## config.mk

```make
export PLATFORM = sky130hd
export DESIGN_NAME = cnn_mac_pipe
export DESIGN_NICKNAME = d
export VERILOG_FILES = /design/src/rtl/cnn_mac_pkg.sv /design/src/rtl/cnn_mac_mul_pipe.sv /design/src/rtl/cnn_mac_pipe.sv
export SDC_FILE = /design/constraint.sdc
export NUM_CORES = 1
export LEC_CHECK = 0
export BUFFER_PORTS_ARGS = -buffer_cell sky130_fd_sc_hd__buf_2
export CORE_MARGIN = 4
export CORE_UTILIZATION = 45
export DETAILED_ROUTE_END_ITERATION = 10
export SYNTH_ARGS = -nofsm -noshare
export SYNTH_HDL_FRONTEND = slang
export SYNTH_SLANG_ARGS = --single-unit
```

## constraint.sdc

```tcl
create_clock -name ap_clk -period 9.7 [get_ports ap_clk]
set_clock_uncertainty 0.05 [all_clocks]
set_input_delay 0.97 -clock ap_clk [delete_from_list [all_inputs] [get_ports ap_clk]]
set_output_delay 0.97 -clock ap_clk [all_outputs]
set_load 0.03 [all_outputs]
```

## src/rtl/cnn_mac_pkg.sv

```systemverilog
// Shared constants and helpers for the pipelined fixed-point MAC.
// Default widths, product-width helper and the round/shift/saturate stage.
package cnn_mac_pkg;

  localparam int A_W_DEF        = 14;
  localparam int B_W_DEF        = 7;
  localparam int B_SIGNED_DEF   = 0;
  localparam int MUL_STAGES_DEF = 2;
  localparam int ACC_W_DEF      = 32;
  localparam int FRAC_SHIFT_DEF = 6;
  localparam int OUT_W_DEF      = 14;
  localparam int SAT_EN_DEF     = 1;

  // Wide enough for any legal accumulator plus its rounding constant.
  localparam int FIN_W = 64;

  typedef struct packed {
    logic [FIN_W-1:0] data;
    logic             ovf;
  } fin_t;

  // The weight is always widened by one bit, so signed*signed never overflows.
  function automatic int prod_width(input int a_w, input int b_w);
    return a_w + b_w + 1;
  endfunction

  // Round half-up, arithmetic shift, then clamp or wrap to out_w signed bits.
  function automatic fin_t round_sat(input logic signed [FIN_W-1:0] acc,
                                     input int frac_shift,
                                     input int out_w,
                                     input logic sat_en);
    logic signed [FIN_W-1:0] rnd;
    logic signed [FIN_W-1:0] r;
    logic signed [FIN_W-1:0] hi;
    logic signed [FIN_W-1:0] lo;
    logic signed [FIN_W-1:0] t;
    fin_t res;
    rnd = (frac_shift > 0) ? (64'sd1 <<< (frac_shift - 1)) : 64'sd0;
    r   = (acc + rnd) >>> frac_shift;
    hi  = (64'sd1 <<< (out_w - 1)) - 64'sd1;
    lo  = -(64'sd1 <<< (out_w - 1));
    t   = (r <<< (FIN_W - out_w)) >>> (FIN_W - out_w);
    res.data = r;
    res.ovf  = 1'b0;
    if (sat_en) begin
      if (r > hi) begin
        res.data = hi;
        res.ovf  = 1'b1;
      end else if (r < lo) begin
        res.data = lo;
        res.ovf  = 1'b1;
      end
    end else begin
      res.data = t;
      res.ovf  = (t != r);
    end
    return res;
  endfunction

endpackage

```

## src/rtl/cnn_mac_mul_pipe.sv

```systemverilog
// Operand extension, signed multiply and a MUL_STAGES-deep register chain
// carrying the product with its valid/first/last sideband.
module cnn_mac_mul_pipe
  import cnn_mac_pkg::*;
#(
  parameter int A_W        = A_W_DEF,
  parameter int B_W        = B_W_DEF,
  parameter int B_SIGNED   = B_SIGNED_DEF,
  parameter int MUL_STAGES = MUL_STAGES_DEF,
  parameter int ACC_W      = ACC_W_DEF
) (
  input  logic                    clk,
  input  logic                    rst,
  input  logic                    en,
  input  logic                    in_valid,
  input  logic signed [A_W-1:0]   in_a,
  input  logic        [B_W-1:0]   in_b,
  input  logic                    in_first,
  input  logic                    in_last,
  output logic                    m_valid,
  output logic                    m_first,
  output logic                    m_last,
  output logic signed [ACC_W-1:0] m_prod
);

  localparam int PW = prod_width(A_W, B_W);

  logic signed [B_W:0]  b_ext;
  logic signed [PW-1:0] mul;

  generate
    if (B_SIGNED != 0) begin : g_b_signed
      assign b_ext = $signed({in_b[B_W-1], in_b});
    end else begin : g_b_unsigned
      assign b_ext = $signed({1'b0, in_b});
    end
  endgenerate

  assign mul = PW'(in_a) * PW'(b_ext);

  logic signed [PW-1:0]   p_q [MUL_STAGES];
  logic [MUL_STAGES-1:0]  v_q;
  logic [MUL_STAGES-1:0]  f_q;
  logic [MUL_STAGES-1:0]  l_q;

  // en is the global advance: the whole chain moves or the whole chain holds.
  always_ff @(posedge clk or posedge rst) begin
    if (rst) begin
      for (int i = 0; i < MUL_STAGES; i++) begin
        p_q[i] <= '0;
        v_q[i] <= 1'b0;
        f_q[i] <= 1'b0;
        l_q[i] <= 1'b0;
      end
    end else if (en) begin
      p_q[0] <= mul;
      v_q[0] <= in_valid;
      f_q[0] <= in_first;
      l_q[0] <= in_last;
      for (int i = 1; i < MUL_STAGES; i++) begin
        p_q[i] <= p_q[i-1];
        v_q[i] <= v_q[i-1];
        f_q[i] <= f_q[i-1];
        l_q[i] <= l_q[i-1];
      end
    end
  end

  assign m_valid = v_q[MUL_STAGES-1];
  assign m_first = f_q[MUL_STAGES-1];
  assign m_last  = l_q[MUL_STAGES-1];
  assign m_prod  = ACC_W'(p_q[MUL_STAGES-1]);

endmodule

```

## src/rtl/cnn_mac_pipe.sv

```systemverilog
// Pipelined multiply-accumulate over first/last-delimited frames; each frame
// sum is rounded, shifted and saturated (or wrapped) onto a valid/ready output.
module cnn_mac_pipe
  import cnn_mac_pkg::*;
#(
  parameter int A_W        = A_W_DEF,
  parameter int B_W        = B_W_DEF,
  parameter int B_SIGNED   = B_SIGNED_DEF,
  parameter int MUL_STAGES = MUL_STAGES_DEF,
  parameter int ACC_W      = ACC_W_DEF,
  parameter int FRAC_SHIFT = FRAC_SHIFT_DEF,
  parameter int OUT_W      = OUT_W_DEF,
  parameter int SAT_EN     = SAT_EN_DEF
) (
  input  logic                    ap_clk,
  input  logic                    ap_rst,
  input  logic                    in_valid,
  output logic                    in_ready,
  input  logic signed [A_W-1:0]   in_a,
  input  logic        [B_W-1:0]   in_b,
  input  logic                    in_first,
  input  logic                    in_last,
  output logic                    out_valid,
  input  logic                    out_ready,
  output logic signed [OUT_W-1:0] out_data,
  output logic                    out_ovf
);

  generate
    if (MUL_STAGES < 1 || MUL_STAGES > 4) begin : g_bad_stages
      $error("cnn_mac_pipe: MUL_STAGES must be in 1..4");
    end
    if (ACC_W < prod_width(A_W, B_W) || ACC_W > FIN_W - 1) begin : g_bad_acc
      $error("cnn_mac_pipe: ACC_W must hold the product and fit the finish stage");
    end
    if (FRAC_SHIFT < 0 || FRAC_SHIFT > ACC_W - 1) begin : g_bad_shift
      $error("cnn_mac_pipe: FRAC_SHIFT must be in 0..ACC_W-1");
    end
    if (OUT_W < 2 || OUT_W >= FIN_W) begin : g_bad_out
      $error("cnn_mac_pipe: OUT_W out of range");
    end
  endgenerate

  // Handshake: a beat moves when in_valid && in_ready; a result moves when
  // out_valid && out_ready. Every stage advances together only when the output
  // register is empty or being drained, so in_ready is that same advance.
  logic adv;
  assign adv      = !out_valid || out_ready;
  assign in_ready = adv;

  logic                    m_valid;
  logic                    m_first;
  logic                    m_last;
  logic signed [ACC_W-1:0] m_prod;

  cnn_mac_mul_pipe #(
    .A_W        (A_W),
    .B_W        (B_W),
    .B_SIGNED   (B_SIGNED),
    .MUL_STAGES (MUL_STAGES),
    .ACC_W      (ACC_W)
  ) u_mul (
    .clk      (ap_clk),
    .rst      (ap_rst),
    .en       (adv),
    .in_valid (in_valid),
    .in_a     (in_a),
    .in_b     (in_b),
    .in_first (in_first),
    .in_last  (in_last),
    .m_valid  (m_valid),
    .m_first  (m_first),
    .m_last   (m_last),
    .m_prod   (m_prod)
  );

  logic signed [ACC_W-1:0] acc;
  logic signed [ACC_W-1:0] acc_next;
  logic                    frame_closed;
  fin_t                    fin;
  logic                    unused_fin;

  // frame_closed lets a frame that forgot in_first still start from zero.
  always_comb begin
    acc_next = (m_first || frame_closed) ? m_prod : acc + m_prod;
    fin      = round_sat(FIN_W'(acc_next), FRAC_SHIFT, OUT_W, SAT_EN != 0);
  end

  assign unused_fin = ^fin.data[FIN_W-1:OUT_W];

  always_ff @(posedge ap_clk or posedge ap_rst) begin
    if (ap_rst) begin
      acc          <= '0;
      frame_closed <= 1'b1;
      out_valid    <= 1'b0;
      out_data     <= '0;
      out_ovf      <= 1'b0;
    end else if (adv) begin
      if (m_valid) begin
        acc          <= acc_next;
        frame_closed <= m_last;
      end
      if (m_valid && m_last) begin
        out_valid <= 1'b1;
        out_data  <= fin.data[OUT_W-1:0];
        out_ovf   <= fin.ovf;
      end else begin
        out_valid <= 1'b0;
      end
    end
  end

endmodule

```

==> metrics <==
Die Area 25,400 um2; Post-Syn Instances 1,232; crit path kind in -> reg; Max VDD drop 0.127 mV; final number of setup-violating endpoints 0; routed length per instance 15.4 um; CTS H-tree depth 3; Critical Path AT 6.19 ns; # diodes 0; max_slew headroom 21.8%; Cell Pwr Density 386 nW/um2; nets 1,422; grt total ovfl 0; total of max-cap violations 0; residual DRC count 0; clk sinks 99; Synth Area in XOR/XNOR 4.67%; crit path time final 6.03 ns; status finished, final reports clean; Simple-Gate Fraction of Synth Area 22.0%; vias in the first global route 8,093; critical path endpoint category flip-flop; Vias 8,297; Total Power 4270 uW; RePlAce Congestion 0.879; combinational family with the most area after synthesis adder cells; Static Leakage 0.00521 uW; Reg area 2480 um2; Syn Area/Cell 8.38 um2; post_cts resized 0; router iterations before antenna repair 5; hold crit path type reg -> reg; number of synthesized register bits 99; multiplexer area fraction after synthesis 1.30%; area grow syn2layout 7.02%; # Post-CTS Setup Buffers 0; total wire length 23.6 mm; Tot GR Track Use 18.6%; pin slew with the least headroom to its limit 1.17 ns; Post-synth ARST share 100%; yosys warns 0; CTS tree done; footprint of the multi-input gates 7190 um2; first-pass GRT wire length 40.2 mm; Tcrit/Tclk final 62.1%; initial core utilization 45.7%; clk_lat worst skew 0.35 ns; CORE AREA 22,600 um2; Netlist Area Pre-Place 10,300 um2; largest net degree at the start of global routing 73; Iter 0 DRT Violations 526; post-DR vias/cell 5.42; endpoints failing hold 0; synth unique cells 76; layout cell share with drive strength beyond 1 8.35%; die height 159 um; number of flops mapped to enable cells by yosys 0; Post-CTS Hold Buffers 0; syn_nets 1,413; root buffer cell clkbuf_16; Die W 159 um; fin cells 1,530; register area share after synthesis 24.0%; clock slew seen by the registers of the worst setup and hold paths 0.07 ns; initial antenna violation count 0; # port buffers 43; I/O pin cnt 44; setup TNS 0 ns; placed instance count 1,515; final slew viol count 0; std cell rows 55; Hold WS 0.422 ns; Filler cells 2,235; adder-cell area share of the yosys netlist 24.3%; post-detailed-route count of antenna-violating nets 0; Setup crit start kind input port; Post-synth top flop dfrtp_1; Setup WS pre-CTS 3.26 ns; Synth Area in Compound Gates 17.3%; RSZ-0062 raised after global routing no; TritonCTS Buffers 9; Longest Clk Path Bufs 2; setup ws final 3.67 ns; CP required 9.87 ns; fmax 0.166 GHz; worst-path maximum fanout 14; Post-DP HPWL 18.5 mm
-- worst paths after layout --
path	cells after the start	slack, ns	to	from
max in group asynchronous	3	7.81	u_mul.f_q[1]	ap_rst
max reg2reg	16	3.89	out_data[9]	u_mul.m_prod[0]
max	21	3.67	u_mul.p_q[40]	in_b[4]
min in group asynchronous	2	0.54	out_data[10]	ap_rst
min	2	0.42	u_mul.m_prod[16]	u_mul.p_q[38]
min reg2reg	2	0.42	u_mul.m_prod[16]	u_mul.p_q[38]
-- area by class of cell --
cell class,instances,share of cell area [%]
flip-flops and latches,99,22.4
well taps,285,3.23
clock buffers,9,2.04
clock inverters,6,0.668
repair buffers,50,2.42
inverters,121,4.13
multi-input cells,960,65.1
-- critical path, stage by stage --
cell and delay (ns):
buf_2 0.17, and2_1 0.19, fa_1 0.46, fa_1 0.54, inv_1 0.05, fa_1 0.46
fa_1 0.54, inv_1 0.04, ha_1 0.29, inv_1 0.08, o21ai_0 0.09, a21oi_1 0.21
o21ai_0 0.11, a21oi_1 0.21, o21ai_0 0.14, a2111oi_0 0.66, nor3_1 0.19, or3_1 0.38
a21oi_1 0.18, xor2_1 0.14, o21ai_0 0.08
-- logic make-up after synthesis --
group	after synthesis
AOI/OAI and AO/OA	265
xor gates and xnor gates	55
adders and majority gates	154
buffers and inverters	173
DFF	99
muxes	13
and+or+nand+nor	473
-- layout by cell type (no fill, tap or decap), types with 18 or more instances in the layout --
master | synthesis | layout
nand2_1 | 216 | 216
inv_1 | 121 | 119
dfrtp_1 | 98 | 98
and2_1 | 83 | 83
fa_1 | 77 | 77
ha_1 | 77 | 77
nor2_1 | 69 | 69
o21ai_0 | 65 | 65
a21oi_1 | 60 | 60
buf_2 | 4 | 43
xnor2_1 | 37 | 37
nand3_1 | 19 | 19
xor2_1 | 18 | 18
-- through the flow --
step | utilization (%) | instance area, um2
after floorplan | - | 10300
after global placement | 47.6 | 10700
after detailed placement | 47.6 | 10700
after CTS | 48.9 | 11000
after global routing | 48.9 | 11000
final | 48.9 | 11000
-- synth_stat cells (all sizes together), types with 9 or more instances --
cell type  count  area (um2)
dfrtp         98        2450
xnor2         37         324
nand4         10        62.6
fa            77        1540
inv          121         454
nand3         19        95.1
a21oi         60         300
o21ai         68         344
and3           9        57.6
mux2i         10         100
a21o          17         128
xor2          18         158
o21a           9        67.6
ha            77         963
or2           10        62.6
nor3          14        70.1
buf            9        46.3
nand2        217         817
a31oi         15        93.8
o31ai         12         104
o32ai         14         123
and2          85         533
clkbuf        43         163
nor2          69         259
a211oi        14         115
-- routing by layer --
layer / vias to the layer above / track usage, % / wire (um)
li1: 4187 / - / -
met5: - / 0 / 0
met4: 0 / 5.05 / 499
met1: 3982 / 25.7 / 11500
met2: 109 / 31.5 / 11100
met3: 19 / 1.76 / 516
-- report_power, final --
part	switching (uW)	internal, uW
registers	152	615
clock network	173	202
logic	1900	1230
total	2220	2050
-- flip-flops by register name, summed over array words and instances, names as in the netlist --
name and flops:
u_mul.m_prod 22, out_valid 1, acc 32, u_mul.v_q 2
u_mul.l_q 2, frame_closed 1, out_ovf 1, out_data 14
u_mul.f_q 2, u_mul.p_q 22
Note: power is estimated with default switching activity, not from simulation.
